[src/rtl/tick_pkg.sv]
// tick_pkg: shared constants and types for the tick_gen clock-enable generator.
//
// Contents:
//   CNT_W_DEF            default counter / half-period width
//   CLK_HZ               system clock frequency the default halves are derived from
//   half_for_hz()        half-period in clk cycles for a given output frequency
//   HALF_1HZ/2HZ/4HZ     default half-periods for 1 Hz, 2 Hz and 4 Hz at 40 MHz
//   ch_cfg_t             per-channel configuration record {half, shadow, pending}
//
// ch_cfg_t is sized from CNT_W_DEF, so tick_channel instances must use CNT_W == CNT_W_DEF.

package tick_pkg;

    localparam int unsigned CNT_W_DEF = 26;
    localparam int unsigned CLK_HZ    = 40_000_000;

    // One full output period is 2 half-periods, hence the factor of two.
    function automatic int unsigned half_for_hz(input int unsigned clk_hz,
                                                input int unsigned hz);
        return clk_hz / (2 * hz);
    endfunction

    localparam int unsigned HALF_1HZ = half_for_hz(CLK_HZ, 1);
    localparam int unsigned HALF_2HZ = half_for_hz(CLK_HZ, 2);
    localparam int unsigned HALF_4HZ = half_for_hz(CLK_HZ, 4);

    typedef struct packed {
        logic [CNT_W_DEF-1:0] half;     // active half-period
        logic [CNT_W_DEF-1:0] shadow;   // written value waiting for the next wrap
        logic                 pending;  // shadow holds a value not yet applied
    } ch_cfg_t;

endpackage

[src/rtl/tick_channel.sv]
// tick_channel: one divider channel of tick_gen.
//
// Counts enabled clk cycles; every half-period it emits a one-cycle tick and toggles sq.
// A new half-period is written into a shadow register and applied only at the next wrap
// (or straight away when the channel is idle), so a running period is never cut short.
//
// Ports:
//   clk       in   system clock
//   reset     in   synchronous, active-low reset
//   en        in   run enable; counter and sq hold while low
//   align     in   restart the channel at phase 0 and apply any pending write
//   cfg_we    in   store cfg_half in the shadow register and mark it pending
//   cfg_half  in   new half-period in cycles (0 behaves as 1)
//   tick      out  registered one-cycle strobe per half-period
//   sq        out  registered square wave, toggles with each tick
//   pending   out  a shadow value is waiting to be applied

module tick_channel
    import tick_pkg::*;
#(
    parameter int unsigned      CNT_W    = CNT_W_DEF,
    parameter logic [CNT_W-1:0] DEF_HALF = CNT_W'(HALF_1HZ)
) (
    input  logic             clk,
    input  logic             reset,
    input  logic             en,
    input  logic             align,
    input  logic             cfg_we,
    input  logic [CNT_W-1:0] cfg_half,
    output logic             tick,
    output logic             sq,
    output logic             pending
);

    logic [CNT_W-1:0] cnt_q, cnt_d;
    logic [CNT_W-1:0] half_eff;
    logic             tick_q, tick_d;
    logic             sq_q, sq_d;
    logic             wrap;
    ch_cfg_t          cfg_q, cfg_d;

    // A half-period of 0 would never match cnt == half-1; treat it as 1.
    assign half_eff = (cfg_q.half == '0) ? CNT_W'(1) : cfg_q.half;
    assign wrap     = en && (cnt_q == half_eff - CNT_W'(1));

    always_ff @(posedge clk) begin
        if (!reset) begin
            cnt_q  <= '0;
            tick_q <= 1'b0;
            sq_q   <= 1'b0;
            cfg_q  <= '{half: DEF_HALF, shadow: '0, pending: 1'b0};
        end else begin
            cnt_q  <= cnt_d;
            tick_q <= tick_d;
            sq_q   <= sq_d;
            cfg_q  <= cfg_d;
        end
    end

    always_comb begin
        cnt_d  = cnt_q;
        sq_d   = sq_q;
        tick_d = 1'b0;
        cfg_d  = cfg_q;

        if (align) begin
            cnt_d = '0;
            sq_d  = 1'b0;
            if (cfg_q.pending) begin
                cfg_d.half    = cfg_q.shadow;
                cfg_d.pending = 1'b0;
            end
        end else if (wrap) begin
            cnt_d  = '0;
            sq_d   = ~sq_q;
            tick_d = 1'b1;
            if (cfg_q.pending) begin
                cfg_d.half    = cfg_q.shadow;
                cfg_d.pending = 1'b0;
            end
        end else if (en) begin
            cnt_d = cnt_q + CNT_W'(1);
        end else if (cfg_q.pending) begin
            // Idle channel: nothing to finish, so apply now and start from phase 0.
            cnt_d         = '0;
            cfg_d.half    = cfg_q.shadow;
            cfg_d.pending = 1'b0;
        end

        // The top only raises cfg_we when pending is clear, so this never overwrites a value
        // that is being applied on the same edge; a write coinciding with a wrap waits for
        // the following wrap.
        if (cfg_we) begin
            cfg_d.shadow  = cfg_half;
            cfg_d.pending = 1'b1;
        end
    end

    assign tick    = tick_q;
    assign sq      = sq_q;
    assign pending = cfg_q.pending;

endmodule

[src/rtl/tick_gen.sv]
// tick_gen: multi-channel programmable clock-enable generator.
//
// Each channel divides clk by a runtime-programmable half-period and produces a one-cycle
// tick strobe plus a 50 % duty square wave. Outputs are enables, never clocks.
// This level only decodes config writes and muxes cfg_ready; the counting lives in
// tick_channel, one instance per channel.
//
// Build option: define TICK_GEN_ALIGN_EN to add the align port, which restarts all channels
// at phase 0 and applies all pending writes. Without it, channels are aligned only by reset.
//
// Ports:
//   clk        in   system clock
//   reset      in   synchronous, active-low reset
//   en         in   per-channel run enable
//   cfg_valid  in   half-period write request
//   cfg_ready  out  write can be accepted this cycle (combinational)
//   cfg_ch     in   target channel; out-of-range channels accept and drop the write
//   cfg_half   in   new half-period in cycles
//   align      in   phase-align all channels (TICK_GEN_ALIGN_EN only)
//   tick       out  per-channel one-cycle strobe per half-period
//   sq         out  per-channel square wave

module tick_gen
    import tick_pkg::*;
#(
    parameter int unsigned               NUM_CH   = 4,
    parameter int unsigned               CNT_W    = CNT_W_DEF,
    parameter logic [NUM_CH*CNT_W-1:0]   DEF_HALF = {NUM_CH{CNT_W'(HALF_1HZ)}}
) (
    input  logic                                       clk,
    input  logic                                       reset,
    input  logic [NUM_CH-1:0]                          en,
    input  logic                                       cfg_valid,
    output logic                                       cfg_ready,
    input  logic [$clog2(NUM_CH > 1 ? NUM_CH : 2)-1:0] cfg_ch,
    input  logic [CNT_W-1:0]                           cfg_half,
`ifdef TICK_GEN_ALIGN_EN
    input  logic                                       align,
`endif
    output logic [NUM_CH-1:0]                          tick,
    output logic [NUM_CH-1:0]                          sq
);

    localparam int unsigned CH_W    = $clog2(NUM_CH > 1 ? NUM_CH : 2);
    localparam int unsigned CH_SPAN = 1 << CH_W;

    logic [NUM_CH-1:0]  pending;
    logic [NUM_CH-1:0]  cfg_we;
    logic [CH_SPAN-1:0] pending_ext;
    logic               align_int;

`ifdef TICK_GEN_ALIGN_EN
    assign align_int = align;
`else
    assign align_int = 1'b0;
`endif

    // Pad pending out to every encodable channel index; the unused slots read as "not
    // pending", which makes writes to nonexistent channels always ready.
    always_comb begin
        pending_ext             = '0;
        pending_ext[NUM_CH-1:0] = pending;
    end

    assign cfg_ready = ~pending_ext[cfg_ch];

    // Out-of-range cfg_ch matches no channel, so the transfer completes with no effect.
    always_comb begin
        cfg_we = '0;
        for (int unsigned i = 0; i < NUM_CH; i++) begin
            if (cfg_ch == CH_W'(i)) begin
                cfg_we[i] = cfg_valid & cfg_ready;
            end
        end
    end

    for (genvar g = 0; g < NUM_CH; g++) begin : g_ch
        tick_channel #(
            .CNT_W    (CNT_W),
            .DEF_HALF (DEF_HALF[g*CNT_W +: CNT_W])
        ) u_ch (
            .clk      (clk),
            .reset    (reset),
            .en       (en[g]),
            .align    (align_int),
            .cfg_we   (cfg_we[g]),
            .cfg_half (cfg_half),
            .tick     (tick[g]),
            .sq       (sq[g]),
            .pending  (pending[g])
        );
    end

endmodule

[config.mk]
export PLATFORM = sky130hd
export DESIGN_NAME = tick_gen
export DESIGN_NICKNAME = d
export VERILOG_FILES = /design/src/rtl/tick_pkg.sv /design/src/rtl/tick_channel.sv /design/src/rtl/tick_gen.sv
export SDC_FILE = /design/constraint.sdc
export NUM_CORES = 1
export LEC_CHECK = 0
export BUFFER_PORTS_ARGS = -buffer_cell sky130_fd_sc_hd__buf_2
export CAP_MARGIN = 20
export CORE_MARGIN = 5
export CORE_UTILIZATION = 35
export DETAILED_ROUTE_END_ITERATION = 10
export GPL_TIMING_DRIVEN = 0
export PLACE_DENSITY_LB_ADDON = 0.05
export SYNTH_ARGS = -nofsm -noshare
export SYNTH_HDL_FRONTEND = slang
export SYNTH_SLANG_ARGS = --single-unit
[constraint.sdc]
create_clock -name clk -period 3.9 [get_ports clk]
set_clock_uncertainty 0.05 [all_clocks]
set_input_delay 0.78 -clock clk [delete_from_list [all_inputs] [get_ports clk]]
set_output_delay 0.78 -clock clk [all_outputs]
set_load 0.05 [all_outputs]
-- Yosys cells after proc, flatten, opt, wreduce, memory -nomap -nowiden
Cells that the tools add are included.
- register bits after elaboration: 324
- input port bits: 35
- output and inout port bits: 9
- logic and storage cells: 118
- add/subtract/negate cells: 8
- magnitude comparators: 1
- equal/unequal tests: 15
- mux-type cells: 46
- bitwise logic cells: 7
- reduce and logical (&&, ||, !) cells: 17
- operators with widths (cell ; number):
    26-bit two-way mux ; 24
    26-bit by 1-bit adder with 26-bit output, second input constant ; 4
    26-bit equality test ; 4
    26-bit zero test ; 4
    26-bit by 1-bit subtractor with 26-bit output, second input constant ; 4
    1-bit two-way mux ; 21
    3-bit by 1-bit != test with 1-bit output, second input constant ; 4
    2-bit by 1-bit != test with 1-bit output, second input constant ; 4
    2-bit nonzero test ; 4
    2-bit OR reduction ; 4
    1-bit NOT ; 6
    2-bit equality test, second input constant ; 2
    1-bit logical AND ; 4
    2-bit by 3-bit less-than comparator with 1-bit output, second input constant ; 1
    1-bit binary-select mux with 2-bit select ; 1
    2-bit by 1-bit equality test with 1-bit output, second input constant ; 1
    2-bit zero test ; 1
    1-bit AND ; 1

-- Logic depth before layout (Yosys ltp)
- depth in word-level cells: 7
- depth in mapped cells: 18

-- Modules after synthesis
From an unflattened synthesis, not the netlist that was laid out.
- cells, all modules: 2194
- area total of the unflattened synthesis: 18043.6 um2
- modules (own cells, without submodules) (module ; times used ; cells an instance ; area each (um2) ; seq. area each (um2)):
    tick_channel (g_ch[0].u_ch ...) ; 3 ; 547 ; 4501.8 ; 1621.6
    tick_channel (g_ch[3].u_ch) ; 1 ; 545 ; 4470.5 ; 1621.6
    tick_gen ; 1 ; 8 ; 67.6 ; 0.0

-- Worst setup path after synthesis
OpenSTA, ideal clock, no wires.
- kind: register to register
- start: register g_ch[1].u_ch.cfg_q[29] (netlist bit)
- end: register g_ch[1].u_ch.cfg_q[48] (netlist bit)
- arrival: 3.901 ns
- required time: 3.728 ns
- slack: -0.173 ns
- stages on the path, launching flop included: 18
- period minus slack after synthesis: 4.073 ns
- cells stage by stage: dfxtp_1 clkbuf_1 or4_1 buf_2 or4_1 nor3_1 nor2_1 ha_1 or4b_2 nor4_1 xnor2_1 nor2_1 a311oi_1 o2111ai_2 o21ai_4 buf_6 a21boi_1 a311o_1
- word-level cells in the longest chain between the ends: 6
- elaborated cells on any way between the ends: 7
- those cells by class: add/sub (1); eq/ne (2); mux (2); reduce/logical (2)
- ends and longest elaborated chain (element ; line ; text):
    start, declared ; tick_channel.sv:40 ; ch_cfg_t cfg_q, cfg_d;
    start signal, assigned ; tick_channel.sv:51 ; cfg_q <= '{half: DEF_HALF, shadow: '0, pending: 1'b0};
    start signal, assigned ; tick_channel.sv:56 ; cfg_q <= cfg_d;
    26-bit zero test ; tick_channel.sv:43 ; assign half_eff = (cfg_q.half == '0) ? CNT_W'(1) : cfg_q.half;
    26-bit two-way mux * ; tick_channel.sv:43 ;
    26-bit by 1-bit subtractor with 26-bit output * ; tick_channel.sv:44 ; assign wrap = en && (cnt_q == half_eff - CNT_W'(1));
    26-bit equality test * ; tick_channel.sv:44 ;
    1-bit logical AND * ; tick_channel.sv:44 ;
    2-bit by 1-bit != test with 1-bit output (no line) / 26-bit two-way mux (equally long branches) ; n/a ;
Mark *: on every way between the ends. The rest lies on a longest branch, timed or not.
A chain may end at the register's enable or synchronous reset.

-- Worst setup path after layout
- start: register g_ch[1].u_ch.cfg_q[33] (netlist bit)
- end: register g_ch[1].u_ch.cfg_q[46] (netlist bit)
The elaborated chain is that of the path after synthesis.

==> results.sh <==
export IMPL_status="finished, violations left"
export IMPL_violations="setup timing"
export IMPL_floorplan_initialDensity_pct=35.56
export IMPL_vdd_ir_drop_max_mv=0.2833
export IMPL_slew_headroom_pct=32.43
export IMPL_timing_critical_path_mode_cell="or4_4"
export IMPL_insertedDiodeCount=0
export IMPL_synthDistinctLibCells=86
export IMPL_core_area_um2=47950
export IMPL_netlist_area_um2=17050
export IMPL_hold_buffers=0
export IMPL_hold_class="reg -> reg"
export IMPL_timing_critical_path_buf_inv=2
export IMPL_r2r_slack_ps=-180
export IMPL_max_clock_freq_mhz=245.1
export IMPL_crit_required_ps=4280
export IMPL_fin_nets=2404
export IMPL_pin_count=44
export IMPL_vias=16260
export IMPL_grt_max_degree=13
export IMPL_syn_area_per_cell_um2=7.858
export IMPL_synth_fp_nets=2213
export IMPL_clock_latency_ps=550
export IMPL_syn_to_final_growth_pct=27.23
export IMPL_dr_pass1_iters=6
export IMPL_hold_viol_final=0
export IMPL_dp_hpwl_um=40010
export IMPL_cp_end_kind="flop"
export IMPL_tritoncts="done"
export IMPL_synth_edf_count=0
export IMPL_gp_congestion=0.8742
export IMPL_final_common_cell="nand2_1"
export IMPL_fin_ws_ps=-180.0
export IMPL_port_buffers=41
export IMPL_grt_pass1_wl_um=85810
export IMPL_wl_per_cell_um=18.46
export IMPL_numCtsBuffers=39
export IMPL_cp_cell_sequence="or4_4, or4_4, nor3_4, nor2_1, ha_2, o211ai_1, a31oi_4, a21o_1, a2111oi_4, o2111ai_4, o21ai_4, buf_6, nand2_8, clkbuf_16, mux2i_1"
export IMPL_cts_root_buf="clkbuf_16"
export IMPL_first_iter_violations=1030
export IMPL_crit_type="reg -> reg"
export IMPL_ant_nets=0
export IMPL_powerDensity_nw_per_um2=347.9
export IMPL_ys_warn_count=0
export IMPL_setup_viol=76
export IMPL_htreeDepth=2
export IMPL_route_detailed_drc=0
export IMPL_slowest_stage="or4_4"
export IMPL_fill_cells=4860
export IMPL_drv_slew=0
export IMPL_antenna_found_initial=1
export IMPL_pre_cts_slack_ps=-955.7
export IMPL_power_leakage_nw=7.524
export IMPL_rsz0062_at_grt="yes"
export IMPL_crit_arrival_ps=4460
export IMPL_die_x_um=230.7
export IMPL_cts_sinks=324
export IMPL_period_needed_ps=4080
export IMPL_track_usage_pct=19.89
export IMPL_async_flop_share_pct=0
export IMPL_max_cap_viol_count=0
export IMPL_critPathMaxStageDelay_ps=530
export IMPL_drive_gt1_share_pct=22.70
export IMPL_yosys_most_used_dff="dfxtp_1"
export IMPL_p_total_mw=7.548
export IMPL_ys_seq_area_share_pct=38.04
export IMPL_overflow=0
export IMPL_crit_path_start_kind="flop"
export IMPL_wl_um=55450
export IMPL_first_global_vias=15530
export IMPL_synth_seq_cells=324
export IMPL_fin_crit_sh_pct=104.6
export IMPL_worst_pin_slew_ps=1006
export IMPL_die_area_um2=53230
export IMPL_worst_path_max_fanout=5
export IMPL_die_h_um=230.7
export IMPL_viasPerCell=5.415
export IMPL_clockBufferDepth=3
export IMPL_path_delay_family="compound AO/OA/AOI/OAI gates"
export IMPL_rows=80
export IMPL_syn_inst=2170
export IMPL_final_cell_mix="436 x nand2_1, 250 x dfxtp_1, 157 x a21oi_1"
export IMPL_clk_pin_slew_worst_paths_ps=60
-- worst min-delay path: cells and delay by family, from the launching register on --
family             cells  cell delay, ps
AOI/OAI and AO/OA      1              50
and+or+nand+nor        1              60
DFF                    1             310
-- Yosys cell counts (all sizes together) (9+ instances only) --
cell type  instances  share of area (%)
clkbuf           108                2.4
nand3b            13               0.57
mux2              24                1.6
o211ai            28                1.2
nand4             40                1.5
nor3b             16               0.73
a21boi            11               0.48
or4               27                1.3
dfxtp            324                 38
o21ai             74                2.3
a21oi            185                5.5
a31oi             21               0.86
nand2b            10               0.37
nand2            441                9.8
buf               33                1.3
nand3            115                3.4
nor2b             15               0.55
xor2              62                3.2
or3               50                1.8
xnor2             76                3.9
and3              27               0.99
and4               9               0.46
mux2i             72                4.2
nor4              26                1.0
or2               22               0.81
o2111ai            9               0.50
inv               24               0.53
nor2             139                3.1
nor3              56                1.7
-- kinds of logic after synthesis --
family,count (synthesis),synth area share (%)
AND/OR/NAND/NOR,1032,29.38
multiplexers,96,5.812
flip-flops,324,38.04
AO/OA/AOI/OAI,406,14.87
adder cells (fa/ha/maj),8,0.5871
XOR/XNOR,138,7.088
buffers and inverters,166,4.227
-- layer usage --
layer | global-route usage [%] | up-vias | share of wire [%]
li1 | - | 8070 | -
met1 | 28.01 | 7814 | 47
met2 | 31.32 | 297 | 45
met3 | 3.895 | 77 | 5.5
met4 | 5.293 | 2 | 1.9
met5 | 0 | - | 0.013
-- final timing paths --
kind	endpoint	from	depth (start not counted)
worst min-delay path	g_ch[2].u_ch.cfg_q[27]	g_ch[2].u_ch.cfg_q[1]	2
worst max register to register	g_ch[1].u_ch.cfg_q[46]	g_ch[1].u_ch.cfg_q[33]	15
worst max-delay path	g_ch[1].u_ch.cfg_q[46]	g_ch[1].u_ch.cfg_q[33]	15
worst min register to register	g_ch[2].u_ch.cfg_q[27]	g_ch[2].u_ch.cfg_q[1]	2
-- registers in the layout (all words and copies together), names as in the netlist --
register	count
g_ch.u_ch.cfg_q	208
g_ch.u_ch.cnt_q	104
g_ch.u_ch.pending	4
g_ch.u_ch.sq	4
g_ch.u_ch.tick	4
-- per-stage QoR --
stage                     area, um^2  hold slack (ps)  cells  util (%)  TNS, ps
after detailed placement       18130            396.9   2826     37.81  -158540
after global routing           21690            418.2   3003     45.25   -28000
final                          21690            396.4   3003     45.25    -8309
after floorplan                17150            378.6   2170         -   -160.1
after global placement         18130            391.4   2826     37.81  -144910
after CTS                      20570            404.6   2954     42.90   -13230
-- where the power goes --
group	total [mW]	switching, mW	internal (mW)	leakage (nW)
combinational	0.532	0.345	0.187	4.26
clock	3.63	1.46	2.17	0.616
sequential	3.39	0.0472	3.34	2.65
total	7.55	1.85	5.70	7.52
-- timing repair --
action / 4_1_cts / 5_1_grt
setup endpoints to repair: 220 / 210
cloned: 6 / 6
gates resized for setup: 187 / 236
hold endpoints to repair: 0 / 0
pin swaps: 71 / 77
buffers inserted: 64 / 50
-- cell type report --
class / instances / area, um^2 / share of cell area (%)
multi-input cells: 1680 / 10730 / 49.44
well taps: 615 / 769.5 / 3.547
flip-flops and latches: 324 / 6679 / 30.79
clock inverters: 13 / 148.9 / 0.6863
inverters: 25 / 93.84 / 0.4326
clock buffers: 55 / 1106 / 5.098
repair buffers: 162 / 1361 / 6.275
plain buffers: 129 / 810.8 / 3.737
No activity file was read; power rests on OpenSTA's default activity.
